--- src/rtl/nexys_starship_monster_ctrl.sv ---
`timescale 1ns/1ps
`default_nettype none
// ============================================================================
//  Module   : nexys_starship_monster_ctrl
//  Purpose  : Alien lane control, score/lives bookkeeping and top-level game
//             state for the Nexys starship game. Four lanes (top, btm, left,
//             right) each spawn an alien on a game tick, count down its
//             lifetime, and enter a cooldown after a kill or an expiry.
//  Ports    : Clk        - system clock
//             Reset      - synchronous active-high reset
//             tick       - one-Clk game-time enable
//             start      - one-Clk pulse, starts or restarts a game
//             spawn_req  - per-lane spawn bits {right, left, btm, top}
//             shoot      - per-lane one-Clk shoot pulses, same order
//             alien      - lane i currently has a live alien
//             score      - kills this game, saturating at 255
//             lives      - remaining lives
//             game_state - 0=IDLE, 1=PLAY, 2=OVER
//             hit / miss - one-Clk pulses on any kill / any expiry
//  Revision : 1.0 - initial release
// ============================================================================
module nexys_starship_monster_ctrl #(
    parameter int LIFETIME = 8,
    parameter int COOLDOWN = 2,
    parameter int LIVES    = 3
) (
    input  logic       Clk,
    input  logic       Reset,
    input  logic       tick,
    input  logic       start,
    input  logic [3:0] spawn_req,
    input  logic [3:0] shoot,
    output logic [3:0] alien,
    output logic [7:0] score,
    output logic [1:0] lives,
    output logic [1:0] game_state,
    output logic       hit,
    output logic       miss
);

    localparam logic [1:0] c_ST_IDLE   = 2'd0;
    localparam logic [1:0] c_ST_PLAY   = 2'd1;
    localparam logic [1:0] c_ST_OVER   = 2'd2;

    localparam logic [1:0] c_LN_EMPTY  = 2'd0;
    localparam logic [1:0] c_LN_ALIVE  = 2'd1;
    localparam logic [1:0] c_LN_COOL   = 2'd2;

    localparam logic [3:0] c_LIFETIME  = 4'(LIFETIME);
    localparam logic [3:0] c_COOLDOWN  = 4'(COOLDOWN);
    localparam logic [1:0] c_LIVES     = 2'(LIVES);

    logic [1:0] r_state;
    logic [1:0] r_lane_st  [4];
    logic [3:0] r_lane_tmr [4];
    logic [3:0] r_alien;
    logic [7:0] r_score;
    logic [1:0] r_lives;
    logic       r_hit;
    logic       r_miss;

    logic [1:0] w_lane_st_nxt  [4];
    logic [3:0] w_lane_tmr_nxt [4];
    logic [3:0] w_alien_nxt;
    logic [3:0] w_kill;
    logic [3:0] w_expire;
    logic [2:0] w_kill_cnt;
    logic [2:0] w_expire_cnt;
    logic [8:0] w_score_sum;
    logic [7:0] w_score_nxt;
    logic [1:0] w_lives_nxt;

    // Per-lane next state while playing. A shoot is checked before the
    // lifetime countdown so that a shot landing on the expiry tick wins.
    always_comb begin
        w_kill       = '0;
        w_expire     = '0;
        w_alien_nxt  = '0;
        w_kill_cnt   = '0;
        w_expire_cnt = '0;
        for (int i = 0; i < 4; i++) begin
            w_lane_st_nxt[i]  = r_lane_st[i];
            w_lane_tmr_nxt[i] = r_lane_tmr[i];
            case (r_lane_st[i])
                c_LN_EMPTY: begin
                    if (tick && spawn_req[i]) begin
                        w_lane_st_nxt[i]  = c_LN_ALIVE;
                        w_lane_tmr_nxt[i] = c_LIFETIME;
                    end
                end
                c_LN_ALIVE: begin
                    if (shoot[i]) begin
                        w_kill[i]         = 1'b1;
                        w_lane_st_nxt[i]  = c_LN_COOL;
                        w_lane_tmr_nxt[i] = c_COOLDOWN;
                    end else if (tick) begin
                        if (r_lane_tmr[i] == 4'd1) begin
                            w_expire[i]       = 1'b1;
                            w_lane_st_nxt[i]  = c_LN_COOL;
                            w_lane_tmr_nxt[i] = c_COOLDOWN;
                        end else begin
                            w_lane_tmr_nxt[i] = r_lane_tmr[i] - 4'd1;
                        end
                    end
                end
                c_LN_COOL: begin
                    if (tick) begin
                        if (r_lane_tmr[i] == 4'd1) begin
                            w_lane_st_nxt[i]  = c_LN_EMPTY;
                            w_lane_tmr_nxt[i] = 4'd0;
                        end else begin
                            w_lane_tmr_nxt[i] = r_lane_tmr[i] - 4'd1;
                        end
                    end
                end
                default: begin
                    w_lane_st_nxt[i]  = c_LN_EMPTY;
                    w_lane_tmr_nxt[i] = 4'd0;
                end
            endcase
            w_alien_nxt[i] = (w_lane_st_nxt[i] == c_LN_ALIVE);
            w_kill_cnt     = w_kill_cnt + {2'b00, w_kill[i]};
            w_expire_cnt   = w_expire_cnt + {2'b00, w_expire[i]};
        end

        // Score saturates at 255; the carry bit flags the overflow.
        w_score_sum = {1'b0, r_score} + {6'd0, w_kill_cnt};
        w_score_nxt = w_score_sum[8] ? 8'hFF : w_score_sum[7:0];

        // Lives floor at zero even if several lanes expire at once.
        if ({1'b0, r_lives} <= w_expire_cnt) begin
            w_lives_nxt = 2'd0;
        end else begin
            w_lives_nxt = r_lives - w_expire_cnt[1:0];
        end
    end

    always_ff @(posedge Clk) begin
        if (Reset) begin
            r_state <= c_ST_IDLE;
            for (int i = 0; i < 4; i++) begin
                r_lane_st[i]  <= c_LN_EMPTY;
                r_lane_tmr[i] <= 4'd0;
            end
            r_alien <= '0;
            r_score <= '0;
            r_lives <= c_LIVES;
            r_hit   <= 1'b0;
            r_miss  <= 1'b0;
        end else begin
            case (r_state)
                c_ST_PLAY: begin
                    if (r_lives == 2'd0) begin
                        // Lives ran out on the previous edge: freeze score,
                        // clear the field.
                        r_state <= c_ST_OVER;
                        for (int i = 0; i < 4; i++) begin
                            r_lane_st[i]  <= c_LN_EMPTY;
                            r_lane_tmr[i] <= 4'd0;
                        end
                        r_alien <= '0;
                        r_hit   <= 1'b0;
                        r_miss  <= 1'b0;
                    end else begin
                        for (int i = 0; i < 4; i++) begin
                            r_lane_st[i]  <= w_lane_st_nxt[i];
                            r_lane_tmr[i] <= w_lane_tmr_nxt[i];
                        end
                        r_alien <= w_alien_nxt;
                        r_score <= w_score_nxt;
                        r_lives <= w_lives_nxt;
                        r_hit   <= |w_kill;
                        r_miss  <= |w_expire;
                    end
                end
                default: begin
                    // IDLE and OVER hold the field empty and wait for start.
                    for (int i = 0; i < 4; i++) begin
                        r_lane_st[i]  <= c_LN_EMPTY;
                        r_lane_tmr[i] <= 4'd0;
                    end
                    r_alien <= '0;
                    r_hit   <= 1'b0;
                    r_miss  <= 1'b0;
                    if (r_state != c_ST_IDLE && r_state != c_ST_OVER) begin
                        r_state <= c_ST_IDLE;
                    end else if (start) begin
                        r_state <= c_ST_PLAY;
                        r_score <= '0;
                        r_lives <= c_LIVES;
                    end
                end
            endcase
        end
    end

    assign alien      = r_alien;
    assign score      = r_score;
    assign lives      = r_lives;
    assign game_state = r_state;
    assign hit        = r_hit;
    assign miss       = r_miss;

endmodule
`default_nettype wire

--- config.mk ---
export PLATFORM = sky130hd
export DESIGN_NAME = nexys_starship_monster_ctrl
export DESIGN_NICKNAME = d
export VERILOG_FILES = /design/src/rtl/nexys_starship_monster_ctrl.sv
export SDC_FILE = /design/constraint.sdc
export NUM_CORES = 1
export LEC_CHECK = 0
export CELL_PAD_IN_SITES_DETAIL_PLACEMENT = 2
export CELL_PAD_IN_SITES_GLOBAL_PLACEMENT = 2
export CORE_MARGIN = 2
export CORE_UTILIZATION = 31
export DETAILED_ROUTE_END_ITERATION = 7
export GPL_ROUTABILITY_DRIVEN = 0
export PLACE_DENSITY_LB_ADDON = 0.12
export SLEW_MARGIN = 20
export SYNTH_ARGS = -nofsm -noshare
export SYNTH_HDL_FRONTEND = slang
export SYNTH_SLANG_ARGS = --single-unit
--- constraint.sdc ---
create_clock -name Clk -period 3.4 [get_ports Clk]
set_clock_uncertainty 0.15 [all_clocks]
set_input_delay 1.02 -clock Clk [delete_from_list [all_inputs] [get_ports Clk]]
set_output_delay 1.02 -clock Clk [all_outputs]
set_load 0.1 [all_outputs]
**Yosys cells after proc, flatten, opt, wreduce, memory -nomap -nowiden**

Memories as Yosys holds them, arrays and structs flattened.
Cells that the tools add are included.

- Output and inout bits: 18
- Logic and storage cells: 216
- Register bits: 18
- Memory bits (read-only): 0
- Latch bits: 0
- Input port bits: 12
- Memories kept: 2
- Memory bits (writable): 24

Memories:

| name | depth | bits a word | read ports | clocked after Yosys merged registers in | wr ports | line | text |
|---|---|---|---|---|---|---|---|
| r_lane_tmr | 4 | 4 | 4 | 0 | 4 | 55 | `logic [3:0] r_lane_tmr [4];` |
| r_lane_st | 4 | 2 | 4 | 0 | 4 | 54 | `logic [1:0] r_lane_st [4];` |

- Reduce and logical (&&, ||, !) cells: 18
- Shift-type cells: 0
- Add/sub/neg operators: 12
- Multipliers: 0
- Equality and inequality tests: 21
- Bitwise gates (word level): 25
- Divide/modulo/power cells: 0
- Order comparisons: 1
- Multiplexer cells: 131

Operators with widths:

| kind | count |
|---|---|
| $mux W4 | 36 |
| $mux W2 | 45 |
| $pmux W4 S3 | 4 |
| $mux W8 | 5 |
| $mux W1 | 37 |
| $or A1 B1 Y1 | 24 |
| $pmux W2 S3 | 4 |
| $eq A2 B1 Y1 const B | 9 |
| $eq A4 B1 Y1 const B | 4 |
| $sub A4 B1 Y4 const B | 4 |
| $logic_not A2 Y1 | 5 |
| $add A8 B3 Y9 | 1 |
| $eq A2 B2 Y1 const B | 4 |
| $reduce_or A4 Y1 | 2 |
| $add A2 B1 Y3 | 2 |
| $add A3 B1 Y3 | 2 |
| $ne A2 B2 Y1 const B | 3 |
| $logic_and A1 B1 Y1 | 5 |
| $add A1 B1 Y2 | 2 |
| $reduce_bool A2 Y1 | 2 |
| $le A2 B3 Y1 | 1 |
| $reduce_and A3 Y1 | 1 |
| $reduce_bool A3 Y1 | 1 |
| $reduce_or A3 Y1 | 1 |
| other kinds (4) | 4 |

**Logic depth before layout (Yosys ltp)**

Gate-level depths: netlist of run 1.

- Depth in word-level cells: 12
- Mapped depth: 15
- Gate-level depth less buffers: 15

**Worst setup path after synthesis of run 1**

Ideal clock, no wire load.

- Path kind: input to register
- Start: in tick
- End: reg r_lives[1] (netlist: lives[1])
- Setup time: 125 ps
- Required time: 3125 ps
- Cell stages on the path: 13
- Path buffers: 1
- Setup slack: -291 ps
- Data arrival time: 3416 ps
- Cell sequence: clkbuf_1 > and4bb_2 > nand3_1 > fa_1 > inv_1 > ha_1 > ha_1 > inv_1 > ha_1 > nand3b_1 > o21ai_0 > a311oi_1 > o21ai_0

- Word-level cells in the longest chain between the ends: 10
- Elaborated cells between the ends (all ways): 20
- Those cells by class: add/sub: 4; order compare: 1; mux: 15

Ends and longest elaborated chain:

| item | line | text |
|---|---|---|
| start: declaration | 29 | `input logic tick,` |
| $mux W1 | 96 | `end else if (tick) begin` |
| $mux W1 | 92 | `if (shoot[i]) begin` |
| $mux W1 | 84 | `case (r_lane_st[i])` |
| $add A1 B1 Y2 | 123 | `w_expire_cnt = w_expire_cnt + {2'b00, w_expire[i]};` |
| $add A2 B1 Y3 | 123 |  |
| $add A3 B1 Y3 * | 123 |  |
| $le A2 B3 Y1 / $sub A2 B2 Y2 (equally long branches) | 131, 134 |  |
| $mux W2 * | 131 | `if ({1'b0, r_lives} <= w_expire_cnt) begin` |
| $mux W2 * | 153 | `if (r_lives == 2'd0) begin` |
| $mux W2 * | 151 | `case (r_state)` |
| end signal: assignment | 147 | `r_lives <= c_LIVES;` |
| end signal: assignment | 171 | `r_lives <= w_lives_nxt;` |
| end signal: assignment | 190 | `r_lives <= c_LIVES;` |
| end: declaration | 58 | `logic [1:0] r_lives;` |

Mark *: on every way between the ends. The rest lies on a longest branch, timed or not. The select of a mux whose other input is x is not followed.
A chain may end at the register's enable or synchronous reset.

**Final worst setup path of run 1**

- Start: in tick
- End: reg r_lives[0] (netlist: lives[0])

Same word-level chain as after synthesis.

==> metrics, run 1 <==
Tot Pwr 1.19 mW; final hold viol count 0; combinational share of power 14.8%; final setup fails 0; setup_tns 0 ps; Area Overhead vs Synth 29.6%; MaxCap Viol Count 0; DR vias/cell 5.36; maximum vdd drop 0.181 mV; Post-synth ARST share 0%; fin crit period 3260 ps; leading cell type in the layout, fill and taps excluded buf_4; Post-route DRC 0; initial DRC count 68; Max FO, Critical Path 5; clock share of power 41.1%; port bufs 29; Final Core Density 40.8%; Ys Warns 0; largest net degree at the start of global routing 15; delay-heaviest family, CP adder cells; Initial Utilization 31.5%; CTS Buffer Depth 2; Die Height 97.5 um; DRT Pass-1 Iters 4; Mean Syn Cell Area 8.49 sq um; critical path type primary input to register; Die Area 0.00950 sq mm; CTS Root Cell clkbuf_8; placed cell count 477; Ant. Diodes 0; fmax 307 MHz; fin nets 410; num ports 30; status finished, final reports clean; Max Slew Vio Count 0; critical path endpoint category register; layout cells sized above 1 26.2%; Worst Path Required 3490 ps; NetSw 317 uW; synthesis-stage register bit count 42; commonest non-fill, non-tap cells in the layout buf_4, dfxtp_1, nor2_1; DR WL/cell 17.8 um; post-detailed-route count of antenna-violating nets 0; Row Count 34; vias in the first global route 2963; critical path, cell by cell buf_6 -> and4bb_2 -> nand3_2 -> fa_1 -> inv_1 -> ha_2 -> ha_4 -> inv_2 -> ha_4 -> a21oi_1 -> o311a_1 -> o21ai_1; part of the Yosys area used for sequential elements 33.3%; CTS Buf Count 5; total gr overflow 0; Reg clk slew, reported paths 90 ps; Core ar. 0.00859 sq mm; Slew @ Worst Pin 936 ps; Pint 872 uW; synthesized area 0.00271 sq mm; EDFF count, synth 6; CP arrival 3360 ps; antenna violations before repair 0; first-pass GRT wire length 15000 um; Pleak 1.31 nW; Slowest-stage cell, CP fa_1; critical path's most frequent cell ha_4; all-layer global routing usage 19.5%; Vias 2623; TritonCTS clock tree built; Main synth FF type dfxtp_1; crit share post-route 95.9%; Relative slew margins 37.3%; Post-DP HPWL 6690 um; fillers 983; crit path buf inv count 3; Die Wd 97.5 um; slowest stage delay, CP 580 ps; Mapped Cells 319; crit path launch type primary input; Sink Count 42; RSZ-0062 raised after global routing no; routed wire length 8710 um; Reg power frac 44.2%; Cell Count, Final, Fillers Out 489; pwr/cell area 339 mW/mm^2; post-synthesis cell type count 60; H-Tree Depth 2; Hold/Removal Path Class register to register; clk_lat worst skew 310 ps; Sw Share 26.7%
## timing repair
action	in CTS	in global routing
setup buffers	3	2
gates cloned	0	0
pin swaps	18	8
gates resized for setup	24	9
hold buffers	0	0
endpoints found under the setup margin	10	4
## worst min-delay path, cell delays in order (launching register included)
cell and delay [ps]:
dfxtp_2 340, nand2_1 50, a21oi_1 60
## cell type report
class | count | area (sq um) | share of cell area [%]
multi-input cells | 239 | 1730 | 49.4
flip-flops and latches | 42 | 902 | 25.7
repair buffers | 66 | 508 | 14.5
well taps | 108 | 135 | 3.85
inverters | 26 | 97.6 | 2.78
clock buffers | 5 | 68.8 | 1.96
clock inverters | 3 | 63.8 | 1.82
## power groups by stage
| stage | registers (mW) | clock network [mW] | logic, mW |
|---|---|---|---|
| 2_1_floorplan | 0.553 | 0 | 0.0853 |
| 3_3_place_gp | 0.535 | 0 | 0.171 |
| 3_5_place_dp | 0.536 | 0 | 0.175 |
| 4_1_cts | 0.524 | 0.504 | 0.177 |
| 5_1_grt | 0.527 | 0.529 | 0.193 |
| 6_report | 0.525 | 0.488 | 0.176 |
## worst paths after layout
check | from | to | slack, ps | cells past startpoint
worst max-delay path | tick | lives[0]$_SDFFE_PP1P_ | 140 | 12
worst min-delay path | score[0]$_SDFFE_PP0P_ | score[0]$_SDFFE_PP0P_ | 340 | 2
worst min register to register | score[0]$_SDFFE_PP0P_ | score[0]$_SDFFE_PP0P_ | 340 | 2
worst max register to register | r_lane_tmr[3][1]$_SDFFCE_PP0P_ | lives[0]$_SDFFE_PP1P_ | 270 | 14
## per-layer routing
metal / vias to the layer above / share of wire, % / global-route usage [%]
met5: - / 0 / 0
met3: 6 / 2.7 / 2.95
li1: 1286 / - / -
met1: 1306 / 45 / 24.0
met2: 25 / 52 / 36.0
met4: 0 / 0.87 / 3.85
## synthesized netlist by cell type (3+ instances only)
cell	instances	area share, %
mux2_2	3	1.2
nor2b_1	7	1.6
clkbuf_1	8	1.1
nor3b_1	6	1.7
nand3_1	6	1.1
nand3b_1	5	1.4
inv_1	25	3.5
o31ai_1	3	0.83
dfxtp_1	36	27
o211ai_1	3	0.83
o21ai_0	21	3.9
a211oi_1	9	2.5
nand2_1	16	2.2
fa_1	4	3.0
o22a_1	3	0.97
a22oi_1	3	0.83
a21oi_1	19	3.5
a2bb2oi_1	3	0.97
buf_2	4	0.74
nand2b_1	4	0.92
a31oi_1	4	0.92
nor3_1	16	3.0
nand4_1	3	0.69
ha_1	14	6.5
o22ai_1	5	1.2
nor2_1	29	4.0
o21a_1	4	1.1
or3_1	3	0.69
edfxtp_1	6	6.7
and2_1	3	0.69
## cell families after synthesis
kind of cell | after synthesis | synth area share [%]
simple gates | 112 | 23.0
compound gates | 102 | 26.4
flops | 42 | 33.3
buf+inv | 39 | 5.87
fa+ha+maj | 18 | 9.43
mux | 3 | 1.25
xor+xnor | 2 | 0.647
other cells | 1 | 0.138
## registers in the layout, indices dropped and copies added, names as in the netlist
register and flops:
miss 1, score 8, game_state 2, hit 1, lives 2, r_lane_tmr 16, r_lane_st 8, alien 4
## per-stage QoR
stage | setup slack, ps | hold slack [ps] | area, sq um
floorplan | -41.8 | 320 | 2760
global route | 3.11 | 359 | 3510
global placement | -582 | 314 | 3310
finish | 139 | 344 | 3510
detailed placement | -711 | 336 | 3310
CTS | 6.67 | 352 | 3490
Power figures use the tool's default switching activity.
==> inputs of run 2 (changes only) <==
--- a/config.mk
+++ b/config.mk
@@ -5,13 +5,16 @@
 export SDC_FILE = /design/constraint.sdc
 export NUM_CORES = 1
 export LEC_CHECK = 0
+export CAP_MARGIN = 20
 export CELL_PAD_IN_SITES_DETAIL_PLACEMENT = 2
 export CELL_PAD_IN_SITES_GLOBAL_PLACEMENT = 2
 export CORE_MARGIN = 2
-export CORE_UTILIZATION = 31
+export CORE_UTILIZATION = 32
+export CTS_BUF_LIST = sky130_fd_sc_hd__clkbuf_2 sky130_fd_sc_hd__clkbuf_4 sky130_fd_sc_hd__clkbuf_8
 export DETAILED_ROUTE_END_ITERATION = 7
 export GPL_ROUTABILITY_DRIVEN = 0
 export PLACE_DENSITY_LB_ADDON = 0.12
+export SKIP_CTS_REPAIR_TIMING = 1
 export SLEW_MARGIN = 20
 export SYNTH_ARGS = -nofsm -noshare
 export SYNTH_HDL_FRONTEND = slang
==> run 2 against run 1 <==
Compared with the run above:
- combinational power shrank 3%
- fmax shrank 1.2%
- die area shrank 3.0%
- total power shrank 13%
- worst setup slack lost 40 ps
- cell count shrank 2.0%
- critical endpoint is now lives[1]$_SDFFE_PP1P_
- wire length shrank 1.1%
- sequential power is essentially flat
- count of clock-buffer cells in the layout grew 1
- largest power group unchanged
==> metrics, run 2 (synthesized netlist as in run 1, its figures left out) <==
status finished, final reports clean; Max FO, Critical Path 6; CTS Buf Count 5; max FFs per register 16; Hold/Removal Path Class register to register; fin crit period 3300 ps; Worst Hold Depth 2; Max Slew Vio Count 0; fillers 928; crit share post-route 97.1%; Final Core Density 41.8%; CTS Buffer Depth 2; Ant. Diodes 0; hold path startpoint score[0]$_SDFFE_PP0P_; Post-DP HPWL 6670 um; pwr/cell area 301 mW/mm^2; num ports 30; TritonCTS clock tree built; Relative slew margins 43.0%; commonest non-fill, non-tap cells in the layout buf_4, dfxtp_1, nor2_1; MaxCap Viol Count 0; DR WL/cell 18.0 um; worst reg-to-reg path cell count 15; Tot Pwr 1.04 mW; Area Overhead vs Synth 26.8%; crit path launch type primary input; Most flops, register r_lane_tmr; slack of the worst reg-to-reg path 230 ps; port bufs 29; routed wire length 8610 um; final hold viol count 0; Initial Utilization 33.0%; Die Height 96.0 um; initial DRC count 66; Worst R2R End lives[1]$_SDFFE_PP1P_; Reg clk slew, reported paths 90 ps; Row Count 33; worst r2r src r_lane_tmr[3][1]$_SDFFCE_PP0P_; post-detailed-route count of antenna-violating nets 0; Die Area 0.00921 sq mm; vias in the first global route 2797; Slowest-stage cell, CP fa_1; Slew @ Worst Pin 851 ps; Pleak 1.28 nW; WHS Endpoint score[0]$_SDFFE_PP0P_; final setup fails 0; Post-route DRC 0; RSZ-0062 raised after global routing yes; leading cell type in the layout, fill and taps excluded buf_4; H-Tree Depth 2; total gr overflow 0; area of the multi-input gates 0.00173 sq mm; DRT Pass-1 Iters 4; layout cells sized above 1 23.8%; critical path, cell by cell buf_8 -> buf_6 -> nor3b_4 -> nand2_2 -> fa_1 -> inv_1 -> ha_2 -> ha_4 -> inv_4 -> ha_4 -> nand3b_1 -> o21ai_1 -> a311oi_1 -> o21ai_1; critical path type primary input to register; Vias 2678; maximum vdd drop 0.166 mV; critical path endpoint category register; fmax 303 MHz; all-layer global routing usage 19.8%; largest net degree at the start of global routing 17; fin nets 403; DR vias/cell 5.59; first-pass GRT wire length 14000 um; clk_lat worst skew 300 ps; Die Wd 96.0 um; Core ar. 0.00822 sq mm; antenna violations before repair 0; Worst Path Required 3440 ps; register area 902 sq um; CP arrival 3350 ps; WHS 336 ps; CTS Root Cell clkbuf_8; slowest stage delay, CP 550 ps; Sink Count 42
run 2: worst max-delay path by stage:
stage / startpoint / endpoint / slack [ps] / depth (start not counted)
final: shoot[0] / lives[1]$_SDFFE_PP1P_ / 100 / 14
after global routing: shoot[0] / lives[1]$_SDFFE_PP1P_ / -10 / 14
after CTS: shoot[0] / score[7]$_SDFFE_PP0P_ / -380 / 9
after detailed placement: shoot[0] / score[7]$_SDFFE_PP0P_ / -690 / 9
after global placement: shoot[2] / score[7]$_SDFFE_PP0P_ / -600 / 9
after floorplan: tick / lives[1]$_SDFFE_PP1P_ / -40 / 13
run 2: metal layers:
metal | up-vias | GRT usage [%] | wire (um)
li1 | 1271 | - | -
met1 | 1356 | 24.7 | 3880
met2 | 36 | 34.6 | 4350
met4 | 0 | 7.50 | 193
met5 | - | 0 | 0
met3 | 15 | 2.51 | 189
run 2: worst max-delay path, delay by kind of cell:
family	cells	cell delay (ps)
AOI/OAI and AO/OA	3	380
adders and majority gates	4	1240
buffers and inverters	4	310
and+or+nand+nor	3	400
run 2: area by class of cell:
class,count,share of cell area (%)
sequential,42,26.3
inverter,26,2.91
clock inverter,2,0.255
multi-input combinational,239,50.5
timing repair buffer,59,14.0
clock buffer,6,2.22
tap,105,3.83
run 2: power by group:
| group | internal [mW] | switching, mW | total (mW) |
|---|---|---|---|
| Combinational | 0.0667 | 0.105 | 0.171 |
| Sequential | 0.514 | 0.0123 | 0.526 |
| Clock | 0.150 | 0.188 | 0.338 |
run 2: stage by stage:
stage | setup TNS, ps | cell area [sq um] | worst slack [ps] | std cells
3_5_place_dp | -5680 | 3270 | -687 | 469
2_1_floorplan | -54.5 | 2760 | -41.8 | 320
3_3_place_gp | -5180 | 3270 | -598 | 469
4_1_cts | -2540 | 3360 | -376 | 477
5_1_grt | -11.3 | 3430 | -11.3 | 479
6_report | 0 | 3430 | 98.2 | 479
